### src/rtl/l1_ptr_ctrl.sv
// Per-stream L1 read pointers, line occupancy, L2 line-release credits and end status; optional checks via L1_PTR_CTRL_CHK_EN.
// All outputs reflect accepted updates one cycle later; updates are always accepted outside reset (no backpressure).
module l1_ptr_ctrl #(
  parameter int nstrms      = 64,
  parameter int nports      = 8,
  parameter int cl_size     = 8,
  parameter int clofs_width = $clog2(cl_size),
  parameter int nlines      = 4,
  parameter int ptr_width   = clofs_width + $clog2(nlines)
) (
  input  logic                        clk,
  input  logic                        reset,
  input  logic [nports*nstrms-1:0]    i_req_v,
  output logic [nports*nstrms-1:0]    i_req_r,
  input  logic [nstrms-1:0]           i_fill_v,
  input  logic [nstrms-1:0]           i_rst_end,
  input  logic [nstrms-1:0]           i_clr,
  output logic [nstrms*ptr_width-1:0] o_ptrs,
  output logic [nstrms-1:0]           o_rel_v,
  output logic [nstrms-1:0]           o_single_v,
  output logic [nstrms-1:0]           o_l1_end,
  output logic                        o_err
);

  localparam int kw = $clog2(nports + 1);
  localparam int vw = $clog2(nlines + 1);

  typedef enum logic [1:0] {
    st_idle   = 2'd0,
    st_active = 2'd1,
    st_ended  = 2'd2
  } strm_state_t;

  logic [ptr_width-1:0] ptr_q  [nstrms];
  logic [ptr_width-1:0] ptr_d  [nstrms];
  logic [vw-1:0]        vcnt_q [nstrms];
  logic [vw-1:0]        vcnt_d [nstrms];
  strm_state_t          st_q   [nstrms];
  strm_state_t          st_d   [nstrms];
  logic [nstrms-1:0]    rel_q;
  logic [nstrms-1:0]    rel_d;
  logic [nports*nstrms-1:0] acc;
`ifdef L1_PTR_CTRL_CHK_EN
  logic                 err_q;
  logic                 err_hit;
`endif

  assign i_req_r = {(nports*nstrms){~reset}};
  assign acc     = i_req_v & i_req_r;

  always_comb begin
    logic [kw-1:0]          k;
    logic [clofs_width:0]   sum;
    logic                   live;
    logic                   fill;
    logic                   carry;
    logic                   bad;
    rel_d = '0;
`ifdef L1_PTR_CTRL_CHK_EN
    err_hit = 1'b0;
`endif
    for (int s = 0; s < nstrms; s++) begin
      ptr_d[s]  = ptr_q[s];
      vcnt_d[s] = vcnt_q[s];
      st_d[s]   = st_q[s];
      bad       = 1'b0;
      live      = (st_q[s] != st_ended);
      k         = '0;
      for (int p = 0; p < nports; p++)
        k = k + kw'(acc[p*nstrms+s]);
      // An ended stream ignores both reads and fills.
      if (!live) k = '0;
      fill  = i_fill_v[s] & live;
      sum   = {1'b0, ptr_q[s][clofs_width-1:0]} + (clofs_width+1)'(k);
      carry = sum[clofs_width];
      ptr_d[s]  = ptr_q[s] + ptr_width'(k);
      vcnt_d[s] = vcnt_q[s] + vw'(fill) - vw'(carry);
`ifdef L1_PTR_CTRL_CHK_EN
      if (fill && !carry && vcnt_q[s] == vw'(nlines)) begin
        vcnt_d[s] = vw'(nlines);
        bad       = 1'b1;
      end
      if (carry && !fill && vcnt_q[s] == '0) begin
        vcnt_d[s] = '0;
        bad       = 1'b1;
      end
`endif
      rel_d[s] = carry;
      case (st_q[s])
        st_idle: begin
          if (fill)              st_d[s] = st_active;
          else if (i_rst_end[s]) st_d[s] = st_ended;
        end
        st_active: begin
          if (vcnt_d[s] == '0) st_d[s] = i_rst_end[s] ? st_ended : st_idle;
        end
        default: st_d[s] = st_q[s];
      endcase
      if (i_clr[s]) begin
        ptr_d[s]  = '0;
        vcnt_d[s] = '0;
        st_d[s]   = st_idle;
        rel_d[s]  = 1'b0;
        bad       = 1'b0;
      end
`ifdef L1_PTR_CTRL_CHK_EN
      err_hit = err_hit | bad;
`endif
    end
  end

  always_ff @(posedge clk) begin
    if (reset) begin
      for (int s = 0; s < nstrms; s++) begin
        ptr_q[s]  <= '0;
        vcnt_q[s] <= '0;
        st_q[s]   <= st_idle;
      end
      rel_q <= '0;
    end else begin
      for (int s = 0; s < nstrms; s++) begin
        ptr_q[s]  <= ptr_d[s];
        vcnt_q[s] <= vcnt_d[s];
        st_q[s]   <= st_d[s];
      end
      rel_q <= rel_d;
    end
  end

`ifdef L1_PTR_CTRL_CHK_EN
  always_ff @(posedge clk) begin
    if (reset) err_q <= 1'b0;
    else       err_q <= err_q | err_hit;
  end
  assign o_err = err_q;
`else
  assign o_err = 1'b0;
`endif

  assign o_rel_v = rel_q;

  always_comb begin
    o_ptrs     = '0;
    o_single_v = '0;
    o_l1_end   = '0;
    for (int s = 0; s < nstrms; s++) begin
      o_ptrs[s*ptr_width +: ptr_width] = ptr_q[s];
      o_single_v[s] = (vcnt_q[s] == vw'(1)) && (st_q[s] == st_active);
      o_l1_end[s]   = (st_q[s] == st_ended);
    end
  end

endmodule

### config.mk
export PLATFORM = sky130hd
export DESIGN_NAME = l1_ptr_ctrl
export DESIGN_NICKNAME = d
export VERILOG_FILES = /design/src/rtl/l1_ptr_ctrl.sv
export SDC_FILE = /design/constraint.sdc
export NUM_CORES = 2
export LEC_CHECK = 0
export BUFFER_PORTS_ARGS = -buffer_cell sky130_fd_sc_hd__buf_2
export CAP_MARGIN = 30
export CELL_PAD_IN_SITES_DETAIL_PLACEMENT = 0
export CELL_PAD_IN_SITES_GLOBAL_PLACEMENT = 2
export CORE_AREA = 2 2 682 684
export DETAILED_ROUTE_END_ITERATION = 12
export DIE_AREA = 0 0 684 686
export GPL_TIMING_DRIVEN = 1
export PLACE_DENSITY = 0.39
export SKIP_LAST_GASP = 1
export SLEW_MARGIN = 10
export SYNTH_ARGS = -nofsm -noshare
export SYNTH_HDL_FRONTEND = slang
export SYNTH_SLANG_ARGS = --single-unit
### constraint.sdc
create_clock -name clk -period 26.2 [get_ports clk]
set_input_delay 5.24 -clock clk [delete_from_list [all_inputs] [get_ports clk]]
set_output_delay 5.24 -clock clk [all_outputs]
set_load 0.01 [all_outputs]
==> metrics.md <==
| Metric | Value |
|---|---|
| CP Cell Sequence | `buf_8 -> inv_8 -> buf_4 -> buf_4 -> buf_4 -> buf_2` |
| RSZ-0062 raised after global routing | `false` |
| Cells after Synth | `6224` |
| Die W | `684 µm` |
| Sequential share of the synthesized area | `25.3%` |
| I/O Buffers | `1729` |
| Hold Crit Start | `st_q[0][58]` |
| CP arrival | `8060 ps` |
| Relative slew margins | `40.9%` |
| Setup Fix Bufs, Post-CTS | `0` |
| Post-route DRC | `0` |
| Detailed Place HPWL | `225000 µm` |
| Rows | `250` |
| Routed WL per cell | `18.7 µm` |
| GRT Residual Overflow | `0` |
| Crit-path max FO | `149` |
| Clk sink count | `704` |
| Antenna violations before repair | `167` |
| Placer congestion estimate | `0.797` |
| Final worst path period share | `50.8%` |
| Number of synthesized flops with an enable pin | `0` |
| DRT Wirelength | `257000 µm` |
| Via count | `44800` |
| Cell Int Power | `2.70 mW` |
| Worst-margin pin slew | `887 ps` |
| CTS tree | `done` |
| Hold Path Stages | `2` |
| First-pass GRT wire length | `354000 µm` |
| Ys Warns | `0` |
| Worst-Skew Late Latency | `860 ps` |
| Crit Path Class | `input pin to output port` |
| Syn_nets | `7890` |
| Commonest non-fill, non-tap cell in the layout | `buf_2` |
| Outcome | `finished clean` |
| CTS Root Cell | `clkbuf_16` |
| # IOs | `1731` |
| CP Capture Type | `output port` |
| Clk pwr share | `37.8%` |
| Commonest non-fill, non-tap cells in the layout | `buf_2 (1729), inv_1 (812), dfxtp_1 (704)` |
| H-Tree Depth | `3` |
| Distinct cell type count after synthesis | `40` |
| CTS resizes | `0` |
| Die H | `686 µm` |
| Core Box Area | `462000 µm²` |
| HP Class | `flip-flop to flip-flop` |
| Setup TNS | `0 ps` |
| Sw Share | `36.2%` |
| WHS Endpoint | `st_q[0][59]` |
| Pwr Total | `4.23 mW` |
| Fmax | `75.2 MHz` |
| Most common cell on crit path | `buf_4` |
| Pwr dens | `59.2 nW/µm²` |
| Clk_skew | `42.7 ps` |
| Starting DRT DRC Count | `1392` |
| Largest net degree at the start of global routing | `185` |
| Sw Pwr | `1.53 mW` |
| Worst path slowest cell | `buf_4` |
| Synthesis-to-finish area growth | `28.4%` |
| Worst reg2reg path depth | `16` |
| #FFs+latches synth | `704` |
| Clk slew on worst S/H paths | `70 ps` |
| Maximum VDD drop | `46.1 µV` |
| FFs w/ async S/R, synth | `0%` |
| Mean Syn Cell Area | `8.94 µm²` |
| Prevailing post-synth register cell | `dfxtp_1` |
| # hold bufs at CTS | `0` |
| Initial Util | `12.0%` |
| Max cap viols | `0` |
| Final Hold Viols | `0` |
| Critical Path RT | `20960 ps` |
| Total CTS buffers | `118` |
| Worst R2R End | `st_q[1][6]` |
| Total track usage | `10.6%` |
| Mapped cell area | `55600 µm²` |
| Post-route ant nets | `0` |
| Final setup fails | `0` |
| Vias in the first global route | `46500` |
| Vias per cell | `3.26` |
| Clock buffer depth | `4` |
| Number of nets in the layout | `9112` |
| Power share of the combinational group | `32.9%` |
| Reg-to-reg startpoint | `st_q[1][6]` |
| Leakage | `34.9 nW` |
| Final Critical Period | `13300 ps` |
| Reg power frac | `29.3%` |
| Largest stage delay, worst path | `730 ps` |
| Reg2reg setup slack | `22610 ps` |
| Max Slew Vio Count | `0` |
| Critical Path Start Type | `input pin` |
| Die Footprint | `469000 µm²` |
| Layout cells sized above 1 | `27.0%` |
| Pre-antenna DRT Iters | `5` |
==> kinds of logic (layout without fill, tap and decap cells) <==
kind of cell / count (synthesis) / in the layout / share of synthesized area, %
xor gates and xnor gates: 320 / 320 / 5.04
other: 1 / 29 / 0.00674
AOI/OAI and AO/OA: 550 / 550 / 6.84
DFF: 704 / 704 / 25.3
buffers and inverters: 1460 / 2773 / 13.9
adders and majority gates: 960 / 960 / 26.8
and+or+nand+nor: 2229 / 2229 / 22.1
==> layout make-up <==
class                      instances  area (µm²)
multi-input combinational       4060       33800
inverter                         813        3060
clock inverter                    33         399
timing repair buffer            1749        8860
tap                             6174        7720
fill                           52300      391000
clock buffer                     178        3410
sequential                       704       14100
antenna                           28        70.1
==> layer usage <==
metal | part of all wire [%] | GRT usage (%) | vias to the layer above
li1 | - | - | 21800
met1 | 35 | 10.3 | 21200
met2 | 57 | 21.9 | 1276
met3 | 5.9 | 2.71 | 440
met4 | 2.7 | 2.66 | 78
met5 | 0.20 | 0 | -
==> power by group through the flow <==
stage | clock (mW) | sequential, mW | combinational (mW)
floorplan | 0 | 1.27 | 0.951
global placement | 0 | 1.26 | 1.44
detailed placement | 0 | 1.26 | 1.44
CTS | 1.71 | 1.24 | 1.46
global route | 1.74 | 1.25 | 1.62
finish | 1.60 | 1.24 | 1.39
==> sequential cells by signal, summed over array words and instances, names as in the netlist <==
name and cells:
st_q 128, ptr_q 320, o_rel_v 64, vcnt_q 192
==> cell usage after synthesis (2+ instances only) <==
cell | count | area share, %
inv_1 | 812 | 5.5
dfxtp_1 | 704 | 25
ha_1 | 576 | 13
buf_4 | 535 | 7.2
nor2b_1 | 414 | 4.7
fa_1 | 384 | 14
nor2_1 | 370 | 2.5
nand2_1 | 344 | 2.3
and2_1 | 339 | 3.8
nor3_1 | 232 | 2.1
xor2_1 | 174 | 2.7
xnor2_1 | 146 | 2.3
o21a_1 | 137 | 1.8
a21o_1 | 128 | 1.7
nand3_1 | 128 | 1.2
nand2b_1 | 94 | 1.1
a21oi_1 | 92 | 0.83
buf_2 | 85 | 0.76
or2_1 | 64 | 0.72
nor3_2 | 61 | 1.1
a22oi_1 | 55 | 0.74
nand3b_1 | 45 | 0.61
o21ai_1 | 45 | 0.40
o31a_1 | 45 | 0.71
nor2_4 | 39 | 0.79
or3_1 | 28 | 0.31
nor3b_1 | 26 | 0.35
nor4_1 | 26 | 0.29
o21ai_0 | 20 | 0.18
clkbuf_1 | 13 | 0.088
nor4b_1 | 13 | 0.20
a31oi_1 | 10 | 0.11
buf_6 | 10 | 0.20
a21boi_0 | 9 | 0.12
a221o_1 | 9 | 0.16
nor4b_2 | 6 | 0.16
buf_12 | 2 | 0.072
buf_8 | 2 | 0.054
==> critical path: cells and delay by family <==
family	cells	cell delay (ps)
buffers and inverters	6	2600
==> how the worst max path moves through the flow <==
stage                from            to  slack (ps)
floorplan           reset  i_req_r[100]       10280
global placement    reset  i_req_r[265]       12260
detailed placement  reset  i_req_r[265]       12030
CTS                 reset  i_req_r[265]       12030
global route        reset  i_req_r[284]       12500
finish              reset  i_req_r[365]       12900
==> metrics by stage <==
stage / cells / setup slack [ps] / hold WS, ps / area [µm²] / utilization [%]
floorplan: 6224 / 10280 / 472 / 55600 / -
global route: 13700 / 12500 / 524 / 71400 / 15.4
CTS: 13700 / 12030 / 499 / 71300 / 15.4
detailed placement: 13500 / 12030 / 491 / 67500 / 14.6
finish: 13700 / 12900 / 492 / 71400 / 15.5
global placement: 13500 / 12260 / 486 / 67500 / 14.6
(Power assumes the default switching activity.)
